`src/rtl/cmd_parser.sv`:
```
// ----------------------------------------------------------------------------
// cmd_parser
//   Byte-stream front end for cmd_factory. Frames received link bytes into
//   {dev,mod,addr,data} commands (one-cycle cmd_vld strobe) and returns each
//   cmd_q result to the host as a two-byte reply {RHEAD, q} over a valid/ready
//   TX byte interface. RX framing and TX reply paths are fully independent.
//
//   Optional feature macro: CMD_PARSER_CHK_EN
//     defined   : 6-byte frame HEAD,dev,mod,addr,data,chk where
//                 chk = (dev+mod+addr+data) mod 256; mismatch -> err_chk.
//     undefined : 5-byte frame HEAD,dev,mod,addr,data; err_chk tied low.
//
// Ports
//   clk_sys             system clock, rising edge
//   rst_n               asynchronous active-low reset
//   rx_data/rx_vld      received byte, 1-cycle valid pulse per byte
//   cmd_dev/mod/addr/data  last good command (held until next good frame)
//   cmd_vld             1-cycle command strobe
//   cmd_q/cmd_qvld      command result, 1-cycle valid pulse
//   tx_data/tx_vld/tx_rdy  reply byte stream, transfer on tx_vld & tx_rdy
//   err_chk             1-cycle pulse: checksum mismatch
//   err_tmo             1-cycle pulse: inter-byte timeout inside a frame
//   err_ovf             1-cycle pulse: cmd_qvld dropped while reply busy
// ----------------------------------------------------------------------------
module cmd_parser #(
  parameter logic [7:0]       HEAD    = 8'hA5,
  parameter logic [7:0]       RHEAD   = 8'h5A,
  parameter int               TMO_W   = 16,
  parameter logic [TMO_W-1:0] TMO_CYC = 16'd50000
) (
  input  logic       clk_sys,
  input  logic       rst_n,
  input  logic [7:0] rx_data,
  input  logic       rx_vld,
  output logic [7:0] cmd_dev,
  output logic [7:0] cmd_mod,
  output logic [7:0] cmd_addr,
  output logic [7:0] cmd_data,
  output logic       cmd_vld,
  input  logic [7:0] cmd_q,
  input  logic       cmd_qvld,
  output logic [7:0] tx_data,
  output logic       tx_vld,
  input  logic       tx_rdy,
  output logic       err_chk,
  output logic       err_tmo,
  output logic       err_ovf
);

  localparam logic [2:0] R_IDLE = 3'd0;
  localparam logic [2:0] R_DEV  = 3'd1;
  localparam logic [2:0] R_MOD  = 3'd2;
  localparam logic [2:0] R_ADDR = 3'd3;
  localparam logic [2:0] R_DATA = 3'd4;
`ifdef CMD_PARSER_CHK_EN
  localparam logic [2:0] R_CHK  = 3'd5;
`endif

  localparam logic [1:0] T_IDLE = 2'd0;
  localparam logic [1:0] T_HEAD = 2'd1;
  localparam logic [1:0] T_Q    = 2'd2;

  localparam logic [TMO_W-1:0] TMO_LAST = TMO_CYC - TMO_W'(1);

`ifdef CMD_PARSER_CHK_EN
  // Frame checksum: modulo-256 sum of the four command fields.
  function automatic logic [7:0] f_sum(input logic [7:0] a, input logic [7:0] b,
                                       input logic [7:0] c, input logic [7:0] d);
    f_sum = a + b + c + d;
  endfunction
`endif

  // RX state
  logic [2:0]       r_rx_st;
  logic [TMO_W-1:0] r_tmo_cnt;
  logic [7:0]       r_dev;
  logic [7:0]       r_mod;
  logic [7:0]       r_addr;
`ifdef CMD_PARSER_CHK_EN
  logic [7:0]       r_data;
`endif
  logic [7:0]       r_cmd_dev;
  logic [7:0]       r_cmd_mod;
  logic [7:0]       r_cmd_addr;
  logic [7:0]       r_cmd_data;
  logic             r_cmd_vld;
  logic             r_err_chk;
  logic             r_err_tmo;

  // TX state
  logic [1:0]       r_tx_st;
  logic [7:0]       r_q;
  logic [7:0]       r_tx_data;
  logic             r_tx_vld;
  logic             r_err_ovf;

  // A byte arriving on the expiry cycle takes priority over the timeout.
  logic w_tmo;
  assign w_tmo = (r_rx_st != R_IDLE) && !rx_vld && (r_tmo_cnt == TMO_LAST);

  // Inter-byte timeout counter: idle or any received byte restarts it.
  always_ff @(posedge clk_sys or negedge rst_n) begin
    if (!rst_n) begin
      r_tmo_cnt <= '0;
    end else if ((r_rx_st == R_IDLE) || rx_vld || w_tmo) begin
      r_tmo_cnt <= '0;
    end else begin
      r_tmo_cnt <= r_tmo_cnt + TMO_W'(1);
    end
  end

  // RX framing FSM, field capture and registered command/error outputs.
  always_ff @(posedge clk_sys or negedge rst_n) begin
    if (!rst_n) begin
      r_rx_st    <= R_IDLE;
      r_dev      <= 8'h00;
      r_mod      <= 8'h00;
      r_addr     <= 8'h00;
`ifdef CMD_PARSER_CHK_EN
      r_data     <= 8'h00;
`endif
      r_cmd_dev  <= 8'h00;
      r_cmd_mod  <= 8'h00;
      r_cmd_addr <= 8'h00;
      r_cmd_data <= 8'h00;
      r_cmd_vld  <= 1'b0;
      r_err_chk  <= 1'b0;
      r_err_tmo  <= 1'b0;
    end else begin
      r_cmd_vld <= 1'b0;
      r_err_chk <= 1'b0;
      r_err_tmo <= 1'b0;
      if (w_tmo) begin
        // Partial frame is dropped; committed cmd_* fields are untouched.
        r_err_tmo <= 1'b1;
        r_rx_st   <= R_IDLE;
      end else if (rx_vld) begin
        case (r_rx_st)
          R_IDLE: begin
            // Non-header bytes between frames are silently discarded.
            if (rx_data == HEAD) begin
              r_rx_st <= R_DEV;
            end else begin
              r_rx_st <= R_IDLE;
            end
          end
          R_DEV: begin
            r_dev   <= rx_data;
            r_rx_st <= R_MOD;
          end
          R_MOD: begin
            r_mod   <= rx_data;
            r_rx_st <= R_ADDR;
          end
          R_ADDR: begin
            r_addr  <= rx_data;
            r_rx_st <= R_DATA;
          end
`ifdef CMD_PARSER_CHK_EN
          R_DATA: begin
            r_data  <= rx_data;
            r_rx_st <= R_CHK;
          end
          R_CHK: begin
            if (rx_data == f_sum(r_dev, r_mod, r_addr, r_data)) begin
              r_cmd_dev  <= r_dev;
              r_cmd_mod  <= r_mod;
              r_cmd_addr <= r_addr;
              r_cmd_data <= r_data;
              r_cmd_vld  <= 1'b1;
            end else begin
              r_err_chk  <= 1'b1;
            end
            r_rx_st <= R_IDLE;
          end
`else
          R_DATA: begin
            r_cmd_dev  <= r_dev;
            r_cmd_mod  <= r_mod;
            r_cmd_addr <= r_addr;
            r_cmd_data <= rx_data;
            r_cmd_vld  <= 1'b1;
            r_rx_st    <= R_IDLE;
          end
`endif
          default: begin
            r_rx_st <= R_IDLE;
          end
        endcase
      end else begin
        r_rx_st <= r_rx_st;
      end
    end
  end

  // TX reply FSM: header byte then latched result, each held until accepted.
  always_ff @(posedge clk_sys or negedge rst_n) begin
    if (!rst_n) begin
      r_tx_st   <= T_IDLE;
      r_q       <= 8'h00;
      r_tx_data <= 8'h00;
      r_tx_vld  <= 1'b0;
      r_err_ovf <= 1'b0;
    end else begin
      // Any result arriving while a reply is in flight is lost and flagged,
      // including on the cycle the final reply byte is accepted.
      r_err_ovf <= cmd_qvld && (r_tx_st != T_IDLE);
      case (r_tx_st)
        T_IDLE: begin
          if (cmd_qvld) begin
            r_q       <= cmd_q;
            r_tx_data <= RHEAD;
            r_tx_vld  <= 1'b1;
            r_tx_st   <= T_HEAD;
          end
        end
        T_HEAD: begin
          if (tx_rdy) begin
            r_tx_data <= r_q;
            r_tx_st   <= T_Q;
          end
        end
        T_Q: begin
          if (tx_rdy) begin
            r_tx_data <= 8'h00;
            r_tx_vld  <= 1'b0;
            r_tx_st   <= T_IDLE;
          end
        end
        default: begin
          r_tx_data <= 8'h00;
          r_tx_vld  <= 1'b0;
          r_tx_st   <= T_IDLE;
        end
      endcase
    end
  end

  assign cmd_dev  = r_cmd_dev;
  assign cmd_mod  = r_cmd_mod;
  assign cmd_addr = r_cmd_addr;
  assign cmd_data = r_cmd_data;
  assign cmd_vld  = r_cmd_vld;
  assign tx_data  = r_tx_data;
  assign tx_vld   = r_tx_vld;
  assign err_tmo  = r_err_tmo;
  assign err_ovf  = r_err_ovf;
`ifdef CMD_PARSER_CHK_EN
  assign err_chk  = r_err_chk;
`else
  assign err_chk  = 1'b0;
`endif

endmodule
```
`config.mk`:
```
export PLATFORM = sky130hd
export DESIGN_NAME = cmd_parser
export DESIGN_NICKNAME = d
export VERILOG_FILES = /design/src/rtl/cmd_parser.sv
export SDC_FILE = /design/constraint.sdc
export NUM_CORES = 1
export LEC_CHECK = 0
export CAP_MARGIN = 20
export CELL_PAD_IN_SITES_DETAIL_PLACEMENT = 0
export CELL_PAD_IN_SITES_GLOBAL_PLACEMENT = 1
export CORE_MARGIN = 2
export CORE_UTILIZATION = 30
export DETAILED_ROUTE_END_ITERATION = 16
export PLACE_DENSITY_LB_ADDON = 0.3
export SLEW_MARGIN = 20
export SYNTH_ARGS = -nofsm -noshare
export SYNTH_HDL_FRONTEND = slang
export SYNTH_SLANG_ARGS = --single-unit
```
`constraint.sdc`:
```
create_clock -name clk_sys -period 2.42 [get_ports clk_sys]
set_input_delay 0.363 -clock clk_sys [delete_from_list [all_inputs] [get_ports clk_sys]]
set_output_delay 0.363 -clock clk_sys [all_outputs]
set_load 0.01 [all_outputs]
```
# Word level (Yosys, flattened, before mapping)
# Index checks and enable logic that the tools add are counted.
dict set report op_classes {
  n_eq_ne 11
  n_addsub 1
  mux 20
  bitwise_logic 2
  reduce_logical 18
}
# cell n
set ops {}
lappend ops {{8-bit 2-to-1 mux} 3}
lappend ops {{8-bit case mux with 3 select lines} 1}
lappend ops {{3-bit AND reduction} 6}
lappend ops {{16-bit by 1-bit adder with 16-bit output, second input constant} 1}
lappend ops {{16-bit == test, second input constant} 1}
lappend ops {{16-bit 2-to-1 mux} 1}
lappend ops {{3-bit case mux with 4 select lines} 1}
lappend ops {{8-bit == test, second input constant} 1}
lappend ops {{1-bit 2-to-1 mux} 7}
lappend ops {{3-bit by 2-bit == test with 1-bit output, second input constant} 2}
lappend ops {{2-bit 2-to-1 mux} 3}
lappend ops {{3-bit 2-to-1 mux} 2}
lappend ops {{2-bit inequality test, second input constant} 3}
lappend ops {{2-bit case mux with 3 select lines} 1}
lappend ops {{2-bit nonzero test} 2}
lappend ops {{3-bit by 1-bit == test with 1-bit output, second input constant} 1}
lappend ops {{3-bit == test, second input constant} 1}
lappend ops {{1-bit logical AND} 3}
lappend ops {{3-bit zero test} 1}
lappend ops {{1-bit case mux with 3 select lines} 1}
lappend ops {{3-bit nonzero test} 1}
lappend ops {{2-bit by 1-bit == test with 1-bit output, second input constant} 1}
lappend ops {{2-bit == test, second input constant} 1}
lappend ops {{2-bit zero test} 1}
lappend ops {{4 further kinds} 6}
dict set report totals {
  word_cells 68
  regBits 97
  input_bits 21
  out_inout_bits 45
}

# Logic depth before layout (Yosys ltp)
# Gate-level depths: netlist (run 1).
dict set report logic_depth {
  ltp_word 5
  mapped_depth 7
  depth_no_buf 5
}

# Worst setup path after synthesis (run 1)
# OpenSTA, ideal clock, no wires.
dict set report synth_timing {
  kind {register -> register}
  startpoint {register r_tmo_cnt[11]}
  endpoint {register r_tmo_cnt[10]}
  t_required_ps 2301
  setup_slack_ps 650
  period_less_slack_ps 1770
  setup_time_ps 119
  n_path_buf 2
  t_arrival_ps 1651
  path_stages_with_launch 7
  cell_sequence {dfrtp_1 or4b_4 nor4_4 or3_1 buf_6 buf_8 nor2_1}
}
dict set report synth_between {
  elab_chain_cells 4
}
# item line
set synth_lines {}
lappend synth_lines {{start: declaration} 75} ;# logic [TMO_W-1:0] r_tmo_cnt;
lappend synth_lines {{start signal: assignment} 108} ;# r_tmo_cnt <= r_tmo_cnt + TMO_W'(1);
lappend synth_lines {{16-bit == test} 99} ;# assign w_tmo = (r_rx_st != R_IDLE) && !rx_vld && (r_tmo_cnt == TMO_LAST);
lappend synth_lines {{1-bit logical AND} 99}
lappend synth_lines {{1-bit logical OR} 105} ;# end else if ((r_rx_st == R_IDLE) || rx_vld || w_tmo) begin
lappend synth_lines {{16-bit 2-to-1 mux} 105}
# No other way between the ends.
# A chain may end at the register's enable or synchronous reset.

# Final worst setup path (run 1)
dict set report layout_timing {
  startpoint {register r_tmo_cnt[0]}
  endpoint {register r_tmo_cnt[9]}
}
dict set report layout_between {
  elab_chain_cells 4
  word_cells_on_any_way 5
  classes_between {1 x add/sub; 1 x eq/ne; 1 x mux; 2 x reduce/logical}
}
# item line
set layout_lines {}
lappend layout_lines {{parallel branches: the longest is 3 deep, another holds 16-bit by 1-bit adder with 16-bit output} n/a}
lappend layout_lines {{16-bit 2-to-1 mux *} 105}
# Every way passes the cells marked *.

==> results of run 1 <==
==> path summary, 6_finish.rpt <==
kind                                           endpoint                   start  cells past startpoint  slack, ns
worst max-delay path             r_tmo_cnt[9]$_DFF_PN0_  r_tmo_cnt[0]$_DFF_PN0_                      6       0.52
worst min-delay path            cmd_addr[1]$_DFFE_PN0P_                   rst_n                      2       0.48
worst max register to register   r_tmo_cnt[9]$_DFF_PN0_  r_tmo_cnt[0]$_DFF_PN0_                      6       0.52
worst min register to register   r_tmo_cnt[0]$_DFF_PN0_  r_tmo_cnt[0]$_DFF_PN0_                      1       0.49
max in group asynchronous        tx_data[4]$_DFFE_PN0P_                   rst_n                      3       1.23
min in group clk_sys             r_tmo_cnt[0]$_DFF_PN0_  r_tmo_cnt[0]$_DFF_PN0_                      1       0.49
==> per-stage QoR <==
stage          hold WS, ns  power (mW)  util [%]
6_report             0.481        5.97      39.6
5_1_grt              0.508        6.34      39.6
4_1_cts              0.484        6.07      39.6
3_5_place_dp         0.315        4.44      37.0
3_3_place_gp         0.315        4.39      37.0
2_1_floorplan       0.0674        3.56         -
==> registers in the layout, indices dropped and copies added, names as in the netlist <==
signal / cells
err_ovf: 1
cmd_data: 8
r_addr: 8
cmd_mod: 8
r_rx_st: 3
cmd_addr: 8
r_tmo_cnt: 16
cmd_vld: 1
r_q: 8
r_tx_st: 2
err_tmo: 1
tx_data: 8
cmd_dev: 8
r_dev: 8
r_mod: 8
tx_vld: 1
==> placed cells by master (no fill, tap or decap), types with 8 or more instances in the layout <==
| cell type | count |
|---|---|
| clkbuf_16 | 9 |
| clkdlybuf4s50_1 | 63 |
| dfrtp_1 | 97 |
| inv_1 | 12 |
| mux2_2 | 68 |
| nand2_1 | 8 |
| nor2_1 | 20 |
| xnor2_1 | 13 |
==> area by class of cell <==
type                    instances  share of cell area (%)
clock inverters                 6                    1.87
repair buffers                 72                    13.7
inverters                      12                   0.865
clock buffers                  10                    4.59
multi-input cells             179                    28.2
well taps                     176                    4.23
flip-flops and latches         97                    46.6
==> metal layers <==
| layer | global-route usage, % | vias up | share of wire [%] |
|---|---|---|---|
| met5 | 0 | - | 0 |
| met4 | 4.63 | 0 | 1.6 |
| met3 | 4.28 | 11 | 5.7 |
| met2 | 19.4 | 57 | 48 |
| met1 | 15.3 | 1278 | 45 |
| li1 | - | 1197 | - |
==> power groups by stage <==
| stage | Combinational [mW] | Sequential [mW] | Clock [mW] |
|---|---|---|---|
| 2_1_floorplan | 0.937 | 2.63 | 0 |
| 3_3_place_gp | 1.73 | 2.66 | 0 |
| 3_5_place_dp | 1.77 | 2.67 | 0 |
| 4_1_cts | 1.78 | 2.64 | 1.65 |
| 5_1_grt | 1.89 | 2.72 | 1.72 |
| 6_report | 1.74 | 2.63 | 1.60 |
==> logic make-up after synthesis <==
family | share of synthesized area [%]
and+or+nand+nor | 9.35
AOI/OAI and AO/OA | 4.49
xor gates and xnor gates | 3.06
muxes | 19.1
DFF | 60.5
adders and majority gates | 0.312
buffers and inverters | 3.12
other | 0.0935
==> worst max-delay path, cell delays in order, from the launching register on <==
cell,delay [ns]
dfrtp_1,0.39
ha_1,0.22
nand4_1,0.29
nor4_4,0.45
or3_1,0.16
buf_4,0.19
nor2_1,0.07
==> repair_timing <==
action                    4_1_cts  5_1_grt
resized for setup               0        0
hold buffers                    1        0
hold endpoints to repair       28        0
==> synth_stat cells, types with 4 or more instances <==
library cell	n
xnor2_1	13
nand3_1	7
clkbuf_1	6
inv_1	12
a31oi_1	4
o21ai_0	5
nand4_1	4
a21oi_1	5
mux2_2	68
buf_2	4
nand2_1	8
dfrtp_1	97
nor2_1	20
nand2b_1	4
o22ai_1	4
a22oi_1	5
nor3_1	7
==> reports/qor.yml, run 1 <==
clkLatencyLatePin_ns: 0.35
layout_setup_ws_ns: 0.521
ant_nets: 0
hold_violations: 0
worst_setup_path_end_kind: "register"
share_comb_of_total_power_pct: 29.2
initial_core_util_pct: 30.5
die_w_um: 120
place_area_um2: 4860
cts_made_buffers: 9
io_pins: 66
synth_area_um2: 4010
htreeDepth: 3
cts_tree: "done"
ctsRootBufferMaster: "clkbuf_16"
routedWlPerCell_um: 14.9
power_frac_clock_pct: 26.7
dieArea_um2: 14300
final_cell_area_um2: 5210
switching_share_pct: 28.7
setup_tns_ns: 0
p_int_mw: 4.26
dpl.hpwl_um: 5500
worst_pin_slew_ns: 0.556
clockBufferDepth: 2
cp.required_ns: 2.65
stdcell_count: 552
async_reset_ff_share_pct: 100
finalCritPeriodShare_pct: 78.5
syn_area_per_cell_um2: 13.3
synth_edf_count: 0
synth.yosys.seq_area_share_pct: 60.5
timing.fmax_mhz: 527
syn2layout_area_growth_pct: 29.8
dp_cells: 535
p_switching_mw: 1.71
multi_input_area_um2: 1470
grt_use_total_pct: 12.2
layout_min_cycle_time_ns: 1.90
viasPerCell: 4.61
drt-pass1-iter-count: 4
clk_pin_slew_ns: 0.07
power_frac_seq_pct: 44.1
overflow: 0
drt-initial-drc-count: 116
yosys-top-cells-area: "dfrtp_1, mux2_2, xnor2_1, nor2_1, inv_1"
synth_largest_area_cell: "dfrtp_1"
cts_setup_buffers: 0
outcome: "finished, final reports clean"
synth_cell_types: 40
grt_max_degree: 70
cap_violations: 0
fp-row-count: 42
grt_pass1_wl_um: 13500
n_fill_cell: 1282
antenna_cells: 0
start_kind: "register"
hp-class: "in2async"
die_h_um: 120
layout-drive-gt1-share_pct: 25.8
cts.sinks: 97
numPortBuffers: 64
vdd.ir_drop.worst_mv: 0.488
yosysTopAreaCellShare_pct: 60.5
worstPathMaxFanout: 15
drv_slew: 0
nets: 393
gp_congestion: 0.712
drt-total-wl_um: 8240
critPathKind: "reg2reg"
core_um2: 13100
p_leak_nw: 2.18
arrival_ns: 2.13
synth_ff_type: "dfrtp_1"
fin_worst_skew_ns: 0.00822
vias: 2543
pre_cts_slack_ns: 0.257
ys_ff_latch: 97
setup_viol: 0
powerDensity_nw_per_um2: 1150
regArea_um2: 2430
rsz0062_at_grt: "no"
synth_nets: 324
slew_headroom_pct: 62.6
netlist_instances: 302
antenna_found_initial: 0
yosysWarningCount: 0
grt_pass1_vias: 2585
drcViolationCount: 0
(Power assumes the default switching activity.)
==> inputs of run 2 (changes only) <==
clock period = 1.6 ns   (was 2.42 ns; I/O delays follow)
==> run 2 against run 1 <==
  * The run now ends with setup timing left
  * Hold slack got worse by 0.16 ns
  * Clock skew rose by 0.0018 ns
  * Count of clock-buffer cells in the layout rose by 1
  * Via count rose by 5.3%
  * Critical path type unchanged
  * Critical endpoint is now r_tmo_cnt[8]$_DFF_PN0_
  * Non-clock buffer count rose by 37
==> reports/qor.yml, run 2 (synthesis results as in run 1) <==
worstPathMaxFanout: 15
cts.sinks: 97
htreeDepth: 3
grt_pass1_vias: 2699
crit_buf_inv: 1
viasPerCell: 4.55
layout_setup_ws_ns: -0.0571
ant_nets: 0
clockBufferDepth: 2
cp.required_ns: 1.83
final_core_util_pct: 41.9
cp_slowest_stage_delay_ns: 0.55
io_pins: 66
cpLargestDelayFamily: "simple AND/OR/NAND/NOR gates"
cts_tree: "done"
crit_chain: "or4b_4 -> nor4_4 -> or3_4 -> buf_12 -> nor2_1"
mostFrequentLayoutCells: "dfrtp_1, mux2_2, clkdlybuf4s50_1, buf_4, nor2_1"
drt-total-wl_um: 8510
hold_violations: 0
clk_pin_slew_ns: 0.07
violations: "setup timing"
start_kind: "register"
place_area_um2: 5180
dpl.hpwl_um: 6060
syn2layout_area_growth_pct: 37.1
worst_setup_path_end_kind: "register"
antenna_cells: 0
drt-initial-drc-count: 121
rsz0062_at_grt: "yes"
clkLatencyLatePin_ns: 0.35
overflow: 0
timing.fmax_mhz: 603
drt-pass1-iter-count: 4
gp_congestion: 0.741
initial_core_util_pct: 30.5
die_h_um: 120
routedWlPerCell_um: 14.5
p_leak_nw: 2.38
largest_reg_flops: 16
numPortBuffers: 64
dieArea_um2: 14300
nets: 430
layout-drive-gt1-share_pct: 33.3
hp-class: "in2async"
cts_made_buffers: 9
arrival_ns: 1.89
outcome: "finished with violations"
grt_max_degree: 59
antenna_found_initial: 0
core_um2: 13100
drv_slew: 0
vias: 2677
drcViolationCount: 0
die_w_um: 120
final_common_cell: "dfrtp_1"
stdcell_count: 588
cap_violations: 0
top_register: "r_tmo_cnt"
dp_cells: 570
final_cell_area_um2: 5500
setup_viol: 16
power_mw: 8.86
fp-row-count: 42
vdd.ir_drop.worst_mv: 0.694
finalCritPeriodShare_pct: 104
grt_use_total_pct: 12.8
layout_min_cycle_time_ns: 1.66
powerDensity_nw_per_um2: 1610
setup_tns_ns: -0.745
slowest_stage: "or4b_4"
ctsRootBufferMaster: "clkbuf_16"
grt_pass1_wl_um: 14100
fin_worst_skew_ns: 0.00997
critPathKind: "reg2reg"
[run 2: cell count changes in the layout (fill, tap and decap cells not counted), sizes merged, moves of 2 or more]
cell           delta
clkdlybuf4s50     -2
bufinv            -2
buf              +37
inv               -2
clkinvlp          +2
dlymetal6s2s      +2
[run 2: where the power goes]
| group | internal (mW) | switching (mW) |
|---|---|---|
| combinational | 1.86 | 1.14 |
| clock | 1.05 | 0.931 |
| sequential | 3.36 | 0.523 |
[run 2: metrics by stage]
stage	hold slack (ns)	worst slack (ns)
6_report	0.323	-0.0571
5_1_grt	0.335	-0.129
4_1_cts	0.320	-0.0679
3_5_place_dp	0.157	-0.247
3_3_place_gp	0.151	-0.214
2_1_floorplan	-0.0556	-0.143
[run 2: area by class of cell]
class	count	area, um^2
inverter	12	45.0
tap	176	220
sequential	97	2430
multi-input combinational	179	1500
clock inverter	4	28.8
fill	1276	7630
timing repair buffer	109	1050
clock buffer	11	233
[run 2: path summary, 6_finish.rpt]
path	cells after the start	start	slack [ns]	end
max	5	r_tmo_cnt[5]$_DFF_PN0_	-0.06	r_tmo_cnt[8]$_DFF_PN0_
min	2	rst_n	0.32	cmd_data[5]$_DFFE_PN0P_
max reg2reg	5	r_tmo_cnt[5]$_DFF_PN0_	-0.06	r_tmo_cnt[8]$_DFF_PN0_
min reg2reg	1	r_addr[6]$_DFFE_PN0P_	0.50	cmd_addr[6]$_DFFE_PN0P_
max in group asynchronous	3	rst_n	0.67	r_q[6]$_DFFE_PN0P_
min in group clk_sys	1	r_addr[6]$_DFFE_PN0P_	0.50	cmd_addr[6]$_DFFE_PN0P_
[run 2: repair_timing]
item / 4_1_cts / 5_1_grt
endpoints found under the setup margin: 16 / 22
resized for setup: 1 / 7
endpoints found under the hold margin: 19 / 0
pin swaps: 2 / 2
setup buffers: 0 / 2
hold buffers: 1 / 0
[run 2: per-layer routing]
layer / vias to the layer above / share of wire, % / GRT usage (%)
met2: 69 / 47 / 20.0
met1: 1323 / 45 / 16.1
li1: 1272 / - / -
met5: - / 0 / 0
met3: 13 / 6.5 / 5.04
met4: 0 / 1.5 / 4.41
